`config.mk`:
```
export PLATFORM = sky130hd
export DESIGN_NAME = mac_stream_flat
export DESIGN_NICKNAME = d
export VERILOG_FILES = /design/src/rtl/mac_stream_if.sv /design/src/rtl/mac_stream.sv /design/src/flat_wrapper.sv
export SDC_FILE = /design/constraint.sdc
export NUM_CORES = 1
export LEC_CHECK = 0
export BUFFER_PORTS_ARGS = -buffer_cell sky130_fd_sc_hd__buf_4
export CAP_MARGIN = 40
export CORE_MARGIN = 2
export CORE_UTILIZATION = 45
export CTS_BUF_LIST = sky130_fd_sc_hd__clkbuf_16
export CTS_CLUSTER_DIAMETER = 120
export DETAILED_ROUTE_END_ITERATION = 10
export PLACE_DENSITY = 0.68
export SYNTH_ARGS = -nofsm -noshare
export SYNTH_HDL_FRONTEND = slang
export SYNTH_SLANG_ARGS = --single-unit
```
`constraint.sdc`:
```
create_clock -name clk -period 5.1 [get_ports clk]
set_input_delay 0 -clock clk [delete_from_list [all_inputs] [get_ports clk]]
set_output_delay 0 -clock clk [all_outputs]
set_load 0.02 [all_outputs]
```
`src/rtl/mac_stream_if.sv`:
```
// Stream bundle for mac_stream: operand-pair input stream and result output stream.
// slave is the block's view; master is the upstream/downstream driver view.
interface mac_stream_if #(
    parameter int INW  = 12,
    parameter int OUTW = 24
);
    logic [2*INW-1:0] IN_AXIS_TDATA;
    logic             IN_AXIS_TVALID;
    logic             IN_AXIS_TREADY;
    logic [OUTW-1:0]  OUT_AXIS_TDATA;
    logic             OUT_AXIS_TVALID;
    logic             OUT_AXIS_TREADY;

    modport slave (
        input  IN_AXIS_TDATA,
        input  IN_AXIS_TVALID,
        output IN_AXIS_TREADY,
        output OUT_AXIS_TDATA,
        output OUT_AXIS_TVALID,
        input  OUT_AXIS_TREADY
    );

    modport master (
        output IN_AXIS_TDATA,
        output IN_AXIS_TVALID,
        input  IN_AXIS_TREADY,
        input  OUT_AXIS_TDATA,
        input  OUT_AXIS_TVALID,
        output OUT_AXIS_TREADY
    );
endinterface

```
`src/rtl/mac_stream.sv`:
```
// Streaming K-term signed dot product: product stage P feeds accumulate stage A,
// result held in an output register until the downstream FIFO takes it.
module mac_stream #(
    parameter int INW  = 12,
    parameter int OUTW = 24,
    parameter int K    = 4
) (
    input  logic          clk,
    input  logic          reset,
    mac_stream_if.slave   bus
);
    localparam int            CW   = (K > 1) ? $clog2(K) : 1;
    localparam logic [CW-1:0] LAST = CW'(K - 1);

    logic [CW-1:0]   cnt_q, cnt_d;
    logic [OUTW-1:0] prod_r_q, prod_r_d;
    logic            prod_v_q, prod_v_d;
    logic            prod_last_q, prod_last_d;
    logic [OUTW-1:0] acc_q, acc_d;
    logic [OUTW-1:0] out_data_q, out_data_d;
    logic            out_valid_q, out_valid_d;

    logic [INW-1:0]  op_a, op_b;
    logic [OUTW-1:0] a_ext, b_ext, prod_full, sum;
    logic            stall, accept, xfer;

    assign op_a = bus.IN_AXIS_TDATA[INW-1:0];
    assign op_b = bus.IN_AXIS_TDATA[2*INW-1:INW];

    // Multiplying the OUTW-wide sign extensions gives the exact signed product
    // modulo 2^OUTW, which is all the wrapping accumulator needs.
    assign a_ext     = {{(OUTW-INW){op_a[INW-1]}}, op_a};
    assign b_ext     = {{(OUTW-INW){op_b[INW-1]}}, op_b};
    assign prod_full = a_ext * b_ext;
    assign sum       = acc_q + prod_r_q;

    // Only a completed result blocked behind a held output can stall the pipe.
    assign stall  = prod_v_q && prod_last_q && out_valid_q && !bus.OUT_AXIS_TREADY;
    assign accept = bus.IN_AXIS_TVALID && !stall;
    assign xfer   = out_valid_q && bus.OUT_AXIS_TREADY;

    assign bus.IN_AXIS_TREADY  = !stall;
    assign bus.OUT_AXIS_TDATA  = out_data_q;
    assign bus.OUT_AXIS_TVALID = out_valid_q;

    always_comb begin
        cnt_d       = cnt_q;
        prod_r_d    = prod_r_q;
        prod_v_d    = prod_v_q;
        prod_last_d = prod_last_q;
        acc_d       = acc_q;
        out_data_d  = out_data_q;
        out_valid_d = out_valid_q;

        if (accept) begin
            cnt_d       = (cnt_q == LAST) ? '0 : cnt_q + CW'(1);
            prod_r_d    = prod_full;
            prod_v_d    = 1'b1;
            prod_last_d = (cnt_q == LAST);
        end else if (!stall) begin
            prod_v_d = 1'b0;
        end

        if (prod_v_q && !prod_last_q) begin
            acc_d = sum;
        end

        // A new result may load in the same cycle the previous one transfers.
        if (prod_v_q && prod_last_q && !stall) begin
            out_data_d  = sum;
            out_valid_d = 1'b1;
            acc_d       = '0;
        end else if (xfer) begin
            out_valid_d = 1'b0;
        end
    end

    always_ff @(posedge clk) begin
        if (reset) begin
            cnt_q       <= '0;
            prod_r_q    <= '0;
            prod_v_q    <= 1'b0;
            prod_last_q <= 1'b0;
            acc_q       <= '0;
            out_data_q  <= '0;
            out_valid_q <= 1'b0;
        end else begin
            cnt_q       <= cnt_d;
            prod_r_q    <= prod_r_d;
            prod_v_q    <= prod_v_d;
            prod_last_q <= prod_last_d;
            acc_q       <= acc_d;
            out_data_q  <= out_data_d;
            out_valid_q <= out_valid_d;
        end
    end
endmodule

```
`src/flat_wrapper.sv`:
```
// flat-port wrapper written by rule: the top's interface ports become plain ports
module mac_stream_flat 
#(
    parameter int INW  = 12,
    parameter int OUTW = 24,
    parameter int K    = 4
)
  (clk, reset, bus_IN_AXIS_TDATA, bus_IN_AXIS_TVALID, bus_IN_AXIS_TREADY, bus_OUT_AXIS_TDATA, bus_OUT_AXIS_TVALID, bus_OUT_AXIS_TREADY);
  mac_stream_if #(.INW(INW), .OUTW(OUTW)) bus_i ();
  input  logic clk;
  input  logic reset;
  input wire logic [$bits(bus_i.IN_AXIS_TDATA)-1:0] bus_IN_AXIS_TDATA;
  input wire logic [$bits(bus_i.IN_AXIS_TVALID)-1:0] bus_IN_AXIS_TVALID;
  output wire logic [$bits(bus_i.IN_AXIS_TREADY)-1:0] bus_IN_AXIS_TREADY;
  output wire logic [$bits(bus_i.OUT_AXIS_TDATA)-1:0] bus_OUT_AXIS_TDATA;
  output wire logic [$bits(bus_i.OUT_AXIS_TVALID)-1:0] bus_OUT_AXIS_TVALID;
  input wire logic [$bits(bus_i.OUT_AXIS_TREADY)-1:0] bus_OUT_AXIS_TREADY;
  assign bus_i.IN_AXIS_TDATA = bus_IN_AXIS_TDATA;
  assign bus_i.IN_AXIS_TVALID = bus_IN_AXIS_TVALID;
  assign bus_IN_AXIS_TREADY = bus_i.IN_AXIS_TREADY;
  assign bus_OUT_AXIS_TDATA = bus_i.OUT_AXIS_TDATA;
  assign bus_OUT_AXIS_TVALID = bus_i.OUT_AXIS_TVALID;
  assign bus_i.OUT_AXIS_TREADY = bus_OUT_AXIS_TREADY;
  mac_stream #(.INW(INW), .OUTW(OUTW), .K(K)) u_core (.clk(clk), .reset(reset), .bus(bus_i));
endmodule
```
==> results of run 1 <==
-- kinds of logic after synthesis --
group,count (synthesis),synth area share (%)
XOR/XNOR,41,3.95
flip-flops,77,17.0
adder cells (fa/ha/maj),214,40.9
AO/OA/AOI/OAI,177,12.3
AND/OR/NAND/NOR,340,16.6
buffers and inverters,223,9.21
-- worst paths after layout --
kind,end,slack [ns],cells past startpoint
max reg2reg,u_core.bus.OUT_AXIS_TDATA[20],2.25,10
max,u_core.prod_r_q[22],0.47,19
min reg2reg,u_core.bus.OUT_AXIS_TDATA[21],0.45,2
min,u_core.prod_r_q[0],0.04,3
-- Yosys cell counts, types with 13 or more instances --
cell type	count
inv_1	177
nor2_1	39
nand3_1	13
o21ai_0	26
fa_1	139
ha_1	75
a211oi_1	15
xnor2_1	30
a21oi_1	75
dfxtp_1	77
nand2_1	202
clkbuf_1	44
and2_1	45
-- power groups by stage --
stage          sequential (mW)  clock, mW  combinational, mW
5_1_grt                  0.738      0.691               4.76
4_1_cts                  0.731      0.667               4.15
3_3_place_gp             0.742          0               4.06
2_1_floorplan            0.731          0               3.31
6_report                 0.730      0.656               4.11
3_5_place_dp             0.744          0               4.12
-- per-stage QoR --
step / std cells / total power [mW] / setup slack (ns)
floorplan: 1072 / 4.04 / 0.233
global placement: 1356 / 4.80 / 0.139
detailed placement: 1358 / 4.87 / 0.0829
CTS: 1376 / 5.54 / 0.439
global route: 1376 / 6.19 / 0.00508
finish: 1376 / 5.50 / 0.466
-- final cells by class --
cell class                      instances  area, um^2  share of cell area, %
Tap cell                              265         332                   3.29
Clock inverter                          7        82.6                  0.819
Multi-Input combinational cell        772        6710                   66.6
Clock buffer                            9         225                   2.23
Inverter                              178         668                   6.63
Sequential cell                        77        1540                   15.3
Timing Repair Buffer                   68         523                   5.19
-- sequential cells by signal (all words and copies together), names as in the netlist --
name                        count
u_core.acc_q                   24
u_core.bus.OUT_AXIS_TDATA      24
u_core.prod_r_q                24
u_core.cnt_q                    2
u_core.bus.OUT_AXIS_TVALID      1
u_core.prod_last_q              1
u_core.prod_v_q                 1
-- critical path, stage by stage --
cell      delay (ns)
buf_4           0.15
nand2_1         0.09
fa_1            0.50
fa_1            0.47
fa_1            0.50
inv_1           0.05
fa_1            0.52
inv_1           0.05
fa_1            0.47
inv_1           0.04
ha_1            0.32
a21o_1          0.21
o21bai_1        0.20
a211oi_1        0.31
o21ai_1         0.19
a221oi_1        0.41
o21ai_1         0.14
xnor2_1         0.13
o21ai_0         0.15
-- timing repair --
action,in CTS,in global routing
hold buffers,2,0
buffers inserted,0,0
gates resized for setup,0,0
hold endpoints to repair,3,0
-- per-layer routing --
| metal | track usage (%) | wire (um) |
|---|---|---|
| met5 | 0 | 0 |
| met2 | 29.0 | 8190 |
| met4 | 5.39 | 246 |
| met1 | 27.3 | 9700 |
| met3 | 1.84 | 912 |
-- cells in the final DEF, fill, tap and decap left out, types with 3 or more instances in the layout --
cell type	Yosys	layout
a211oi_1	15	15
a21o_1	11	11
a21oi_1	75	75
a22o_1	4	4
a31oi_1	3	3
and2_1	45	45
and3_1	6	6
buf_4	0	65
clkbuf_16	0	9
clkinv_2	0	3
dfxtp_1	77	77
fa_1	139	139
ha_1	75	75
inv_1	177	179
nand2_1	202	202
nand2b_1	11	11
nand3_1	13	13
nand3b_1	3	3
nor2_1	39	39
nor2b_1	8	8
nor3_1	3	3
o2111ai_1	4	4
o211ai_1	3	3
o21a_1	8	8
o21ai_0	26	26
o21ai_1	4	4
o21bai_1	6	6
or3_1	6	6
xnor2_1	30	30
xor2_1	11	11
==> flow_metrics.env, run 1 <==
export IMPL_status="finished clean"
export IMPL_ys_async_sr_fraction_pct=0
export IMPL_clock_path_buffers=2
export IMPL_pwr_share_seq_pct=13.3
export IMPL_p_int_mw=2.98
export IMPL_fp_row_count=51
export IMPL_critPathLaunch="bus_IN_AXIS_TDATA[15]"
export IMPL_antenna_left=0
export IMPL_viasPerCell=4.97
export IMPL_synth_edff_count=0
export IMPL_nets=1348
export IMPL_cp_arrival_ns=4.90
export IMPL_dpl_cell_area_um2=9750
export IMPL_max_freq_mhz=216
export IMPL_cts_buffers=9
export IMPL_syn_nets=1314
export IMPL_wl_per_cell_um=13.8
export IMPL_reg2reg_from="u_core.prod_r_q[0]"
export IMPL_place_gp_congestion=0.848
export IMPL_drc=0
export IMPL_period_share_pct=90.9
export IMPL_cts_tree="yes"
export IMPL_clk_latency_ns=0.34
export IMPL_holdCritPathClass="in2reg"
export IMPL_cp_end_kind="flip-flop"
export IMPL_fin_area_um2=10100
export IMPL_grt_max_degree=51
export IMPL_cp_required_ns=5.37
export IMPL_timing_worst_slew_pin_value_ns=0.828
export IMPL_wl_um=19000
export IMPL_rsz0062_at_grt="false"
export IMPL_hp_start="bus_IN_AXIS_TDATA[0]"
export IMPL_drt_initial_drc_count=238
export IMPL_io_buffers=53
export IMPL_place_hpwl_um=15700
export IMPL_crit_fanout=12
export IMPL_synth_seq_cells=77
export IMPL_finalCriticalPeriod_ns=4.63
export IMPL_synth_top_area_share_pct=30.6
export IMPL_slew_violations=0
export IMPL_fillCellCount=1928
export IMPL_synthFlopType="dfxtp_1"
export IMPL_final_util_pct=51.3
export IMPL_root_buffer="clkbuf_16"
export IMPL_setup_viol=0
export IMPL_syn_cell_area_um2=9090
export IMPL_maxCapViolations=0
export IMPL_ys_seq_area_share_pct=17.0
export IMPL_syn_inst=1072
export IMPL_core_um2=19700
export IMPL_leakage_nw=4.91
export IMPL_vias=6845
export IMPL_worstSetupPathType="in2reg"
export IMPL_holdWs_ns=0.0381
export IMPL_antenna_found_initial=0
export IMPL_synth_area_per_cell_um2=8.48
export IMPL_diodes=0
export IMPL_syn_to_final_growth_pct=10.9
export IMPL_tns_ns=0
export IMPL_ys_warn_count=0
export IMPL_hold_violations=0
export IMPL_die_height_um=146
export IMPL_sw_frac_of_total_pct=45.8
export IMPL_grt_usage_pct=18.5
export IMPL_clock_skew_final_ns=0.00699
export IMPL_clock_power_share_pct=11.9
export IMPL_grt_pass1_vias=6793
export IMPL_power_density_nw_per_um2=545
export IMPL_die_area_um2=21300
export IMPL_switchingPower_mw=2.52
export IMPL_start_kind="input pin"
export IMPL_drt_pass1_iterations=4
export IMPL_maxSlewHeadroom_pct=44.7
export IMPL_io_pins=54
export IMPL_clk_pin_slew_ns=0.05
export IMPL_die_w_um=146
export IMPL_p_comb_share_pct=74.8
export IMPL_htreeDepth=3
export IMPL_gr_total_overflow=0
export IMPL_start_util_pct=46.2
export IMPL_cts_sink_count=77
export IMPL_grt_first_pass_wirelength_um=32700
export IMPL_synth_area_leaders="fa_1, dfxtp_1, ha_1"
export IMPL_yosysTopAreaCell="fa_1"
export IMPL_ir_drop_uv=339
export IMPL_drive_gt1_share_pct=7.56
export IMPL_synth_cell_types=48
Power figures use the tool's default switching activity.
==> run 2, diff against run 1 <==
--- a/config.mk
+++ b/config.mk
@@ -12,7 +12,8 @@
 export CTS_BUF_LIST = sky130_fd_sc_hd__clkbuf_16
 export CTS_CLUSTER_DIAMETER = 120
 export DETAILED_ROUTE_END_ITERATION = 10
-export PLACE_DENSITY = 0.68
+export PLACE_DENSITY = 0.66
+export SKIP_LAST_GASP = 1
 export SYNTH_ARGS = -nofsm -noshare
 export SYNTH_HDL_FRONTEND = slang
 export SYNTH_SLANG_ARGS = --single-unit
==> constraint.sdc (replaced) <==
create_clock -name clk -period 4.7 [get_ports clk]
set_input_delay 0 -clock clk [delete_from_list [all_inputs] [get_ports clk]]
set_output_delay 0 -clock clk [all_outputs]
set_load 0.02 [all_outputs]
==> run 2 against run 1 <==
Core utilization rose by 1.9 points. Largest power group unchanged. Cell count increased by 3.3%. First-iteration DRC count up 11%. Hold slack worse by 0.0078 ns. Critical path type unchanged.
==> flow_metrics.env, run 2 (synthesized netlist as in run 1, its figures left out) <==
export IMPL_io_buffers=53
export IMPL_worstSetupPathType="in2reg"
export IMPL_hp_start="bus_OUT_AXIS_TREADY"
export IMPL_final_cells=1422
export IMPL_grt_most_used_layer="met2"
export IMPL_place_gp_congestion=0.894
export IMPL_reg2reg_from="u_core.acc_q[0]"
export IMPL_root_buffer="clkbuf_16"
export IMPL_drt_pass1_iterations=4
export IMPL_max_stage_delay_ns=0.53
export IMPL_timing_worst_slew_pin_value_ns=0.827
export IMPL_cp_required_ns=4.95
export IMPL_drive_gt1_share_pct=11.4
export IMPL_finalCriticalPeriod_ns=4.40
export IMPL_htreeDepth=3
export IMPL_cts_buffers=9
export IMPL_rr_worst_depth=11
export IMPL_dp_cells=1405
export IMPL_grt_pass1_vias=7057
export IMPL_wl_um=19200
export IMPL_nets=1394
export IMPL_diodes=0
export IMPL_r2r_slack_ns=1.90
export IMPL_use_met2_pct=30.6
export IMPL_setup_viol=0
export IMPL_maxSlewHeadroom_pct=44.8
export IMPL_viasPerCell=4.91
export IMPL_vias=6983
export IMPL_holdCritPathClass="in2reg"
export IMPL_fp_row_count=51
export IMPL_grt_first_pass_wirelength_um=33500
export IMPL_antenna_left=0
export IMPL_drc=0
export IMPL_hold_depth=3
export IMPL_grt_max_degree=51
export IMPL_final_common_cell="nand2_1"
export IMPL_setup_ws_ns=0.303
export IMPL_critPathSlowestCell="fa_1"
export IMPL_clock_path_buffers=2
export IMPL_clk_latency_ns=0.33
export IMPL_hold_path_end="u_core.bus.OUT_AXIS_TVALID"
export IMPL_post_cts_repair_setup_buffers=0
export IMPL_dp_slack_ns=-0.138
export IMPL_crit_fanout=9
export IMPL_place_hpwl_um=16500
export IMPL_io_pins=54
export IMPL_clock_skew_final_ns=0.00540
export IMPL_ir_drop_uv=450
export IMPL_slew_violations=0
export IMPL_cp_end_kind="flip-flop"
export IMPL_power_density_nw_per_um2=622
export IMPL_status="finished clean"
export IMPL_wl_per_cell_um=13.5
export IMPL_leakage_nw=5.14
export IMPL_max_freq_mhz=227
export IMPL_maxCapViolations=0
export IMPL_start_util_pct=46.2
export IMPL_cts_tree="yes"
export IMPL_die_height_um=146
export IMPL_start_kind="input pin"
export IMPL_critPathLaunch="bus_IN_AXIS_TDATA[4]"
export IMPL_clk_pin_slew_ns=0.05
export IMPL_hold_violations=0
export IMPL_syn_to_final_growth_pct=15.1
export IMPL_rsz0062_at_grt="false"
export IMPL_final_cell_mix="nand2_1, inv_1, fa_1"
export IMPL_cp_arrival_ns=4.64
export IMPL_cp_cell_sequence="buf_4 -> nand2_1 -> fa_1 -> fa_1 -> fa_1 -> inv_1 -> fa_1 -> inv_1 -> fa_1 -> inv_1 -> ha_1 -> a21o_1 -> a21oi_1 -> a21oi_1 -> o22ai_1 -> o311ai_1 -> o21ai_0 -> xnor2_1 -> a211oi_1"
export IMPL_gr_total_overflow=0
export IMPL_drt_initial_drc_count=265
export IMPL_core_um2=19700
export IMPL_die_area_um2=21300
export IMPL_tns_ns=0
export IMPL_crit_path_frequent_cell="fa_1"
export IMPL_die_w_um=146
export IMPL_antenna_found_initial=0
export IMPL_cts_sink_count=77
export IMPL_reg2reg_to="u_core.bus.OUT_AXIS_TDATA[22]"
export IMPL_grt_usage_pct=18.8
export IMPL_met1_usage_pct=27.2
export IMPL_period_share_pct=93.6
export IMPL_use_met3_pct=1.75
run 2: per-layer routing:
metal / share of wire [%] / vias to the layer above
li1: - / 3536
met1: 49 / 3280
met2: 45 / 146
met3: 3.8 / 21
met4: 1.3 / 0
met5: 0 / -
run 2: area by class of cell:
class	count	area (um^2)
Clock buffer	9	225
Clock inverter	7	106
Fill cell	1902	9200
Inverter	178	668
Multi-Input combinational cell	772	6720
Sequential cell	77	1540
Tap cell	265	332
Timing Repair Buffer	114	866
run 2: worst max-delay path by stage:
stage                          endpoint  slack [ns]  cells past startpoint
floorplan           u_core.prod_r_q[23]        0.02                     18
global placement    u_core.prod_r_q[23]      0.0007                     19
detailed placement  u_core.prod_r_q[23]       -0.14                     19
CTS                 u_core.prod_r_q[23]        0.21                     19
global route        u_core.prod_r_q[23]       0.003                     22
finish              u_core.prod_r_q[23]        0.30                     19
run 2: report_power, final:
group	leakage (nW)	internal, mW	switching [mW]
Clock	0.169	0.512	0.252
Sequential	0.627	0.744	0.0482
Combinational	4.34	2.44	2.51
run 2: worst max-delay path, delay by kind of cell:
kind,cells,cell delay (ns)
AND/OR/NAND/NOR,1,0.10
buffers and inverters,4,0.30
XOR/XNOR,1,0.15
adder cells (fa/ha/maj),6,2.74
AO/OA/AOI/OAI,7,1.37
run 2: timing repair:
action / in CTS / in global routing
gates resized for setup: 0 / 1
hold buffers: 1 / 0
endpoints found under the setup margin: 0 / 3
hold endpoints to repair: 2 / 0
run 2: through the flow:
step | total power [mW] | cell area, um^2 | utilization, % | hold slack (ns)
after global placement | 5.70 | 10100 | 51.4 | 0.230
final | 6.50 | 10500 | 53.2 | 0.0303
after detailed placement | 5.79 | 10100 | 51.5 | 0.233
after global routing | 7.34 | 10500 | 53.2 | 0.0611
after CTS | 6.58 | 10500 | 53.2 | 0.0132
after floorplan | 4.43 | 9110 | - | 0.0956
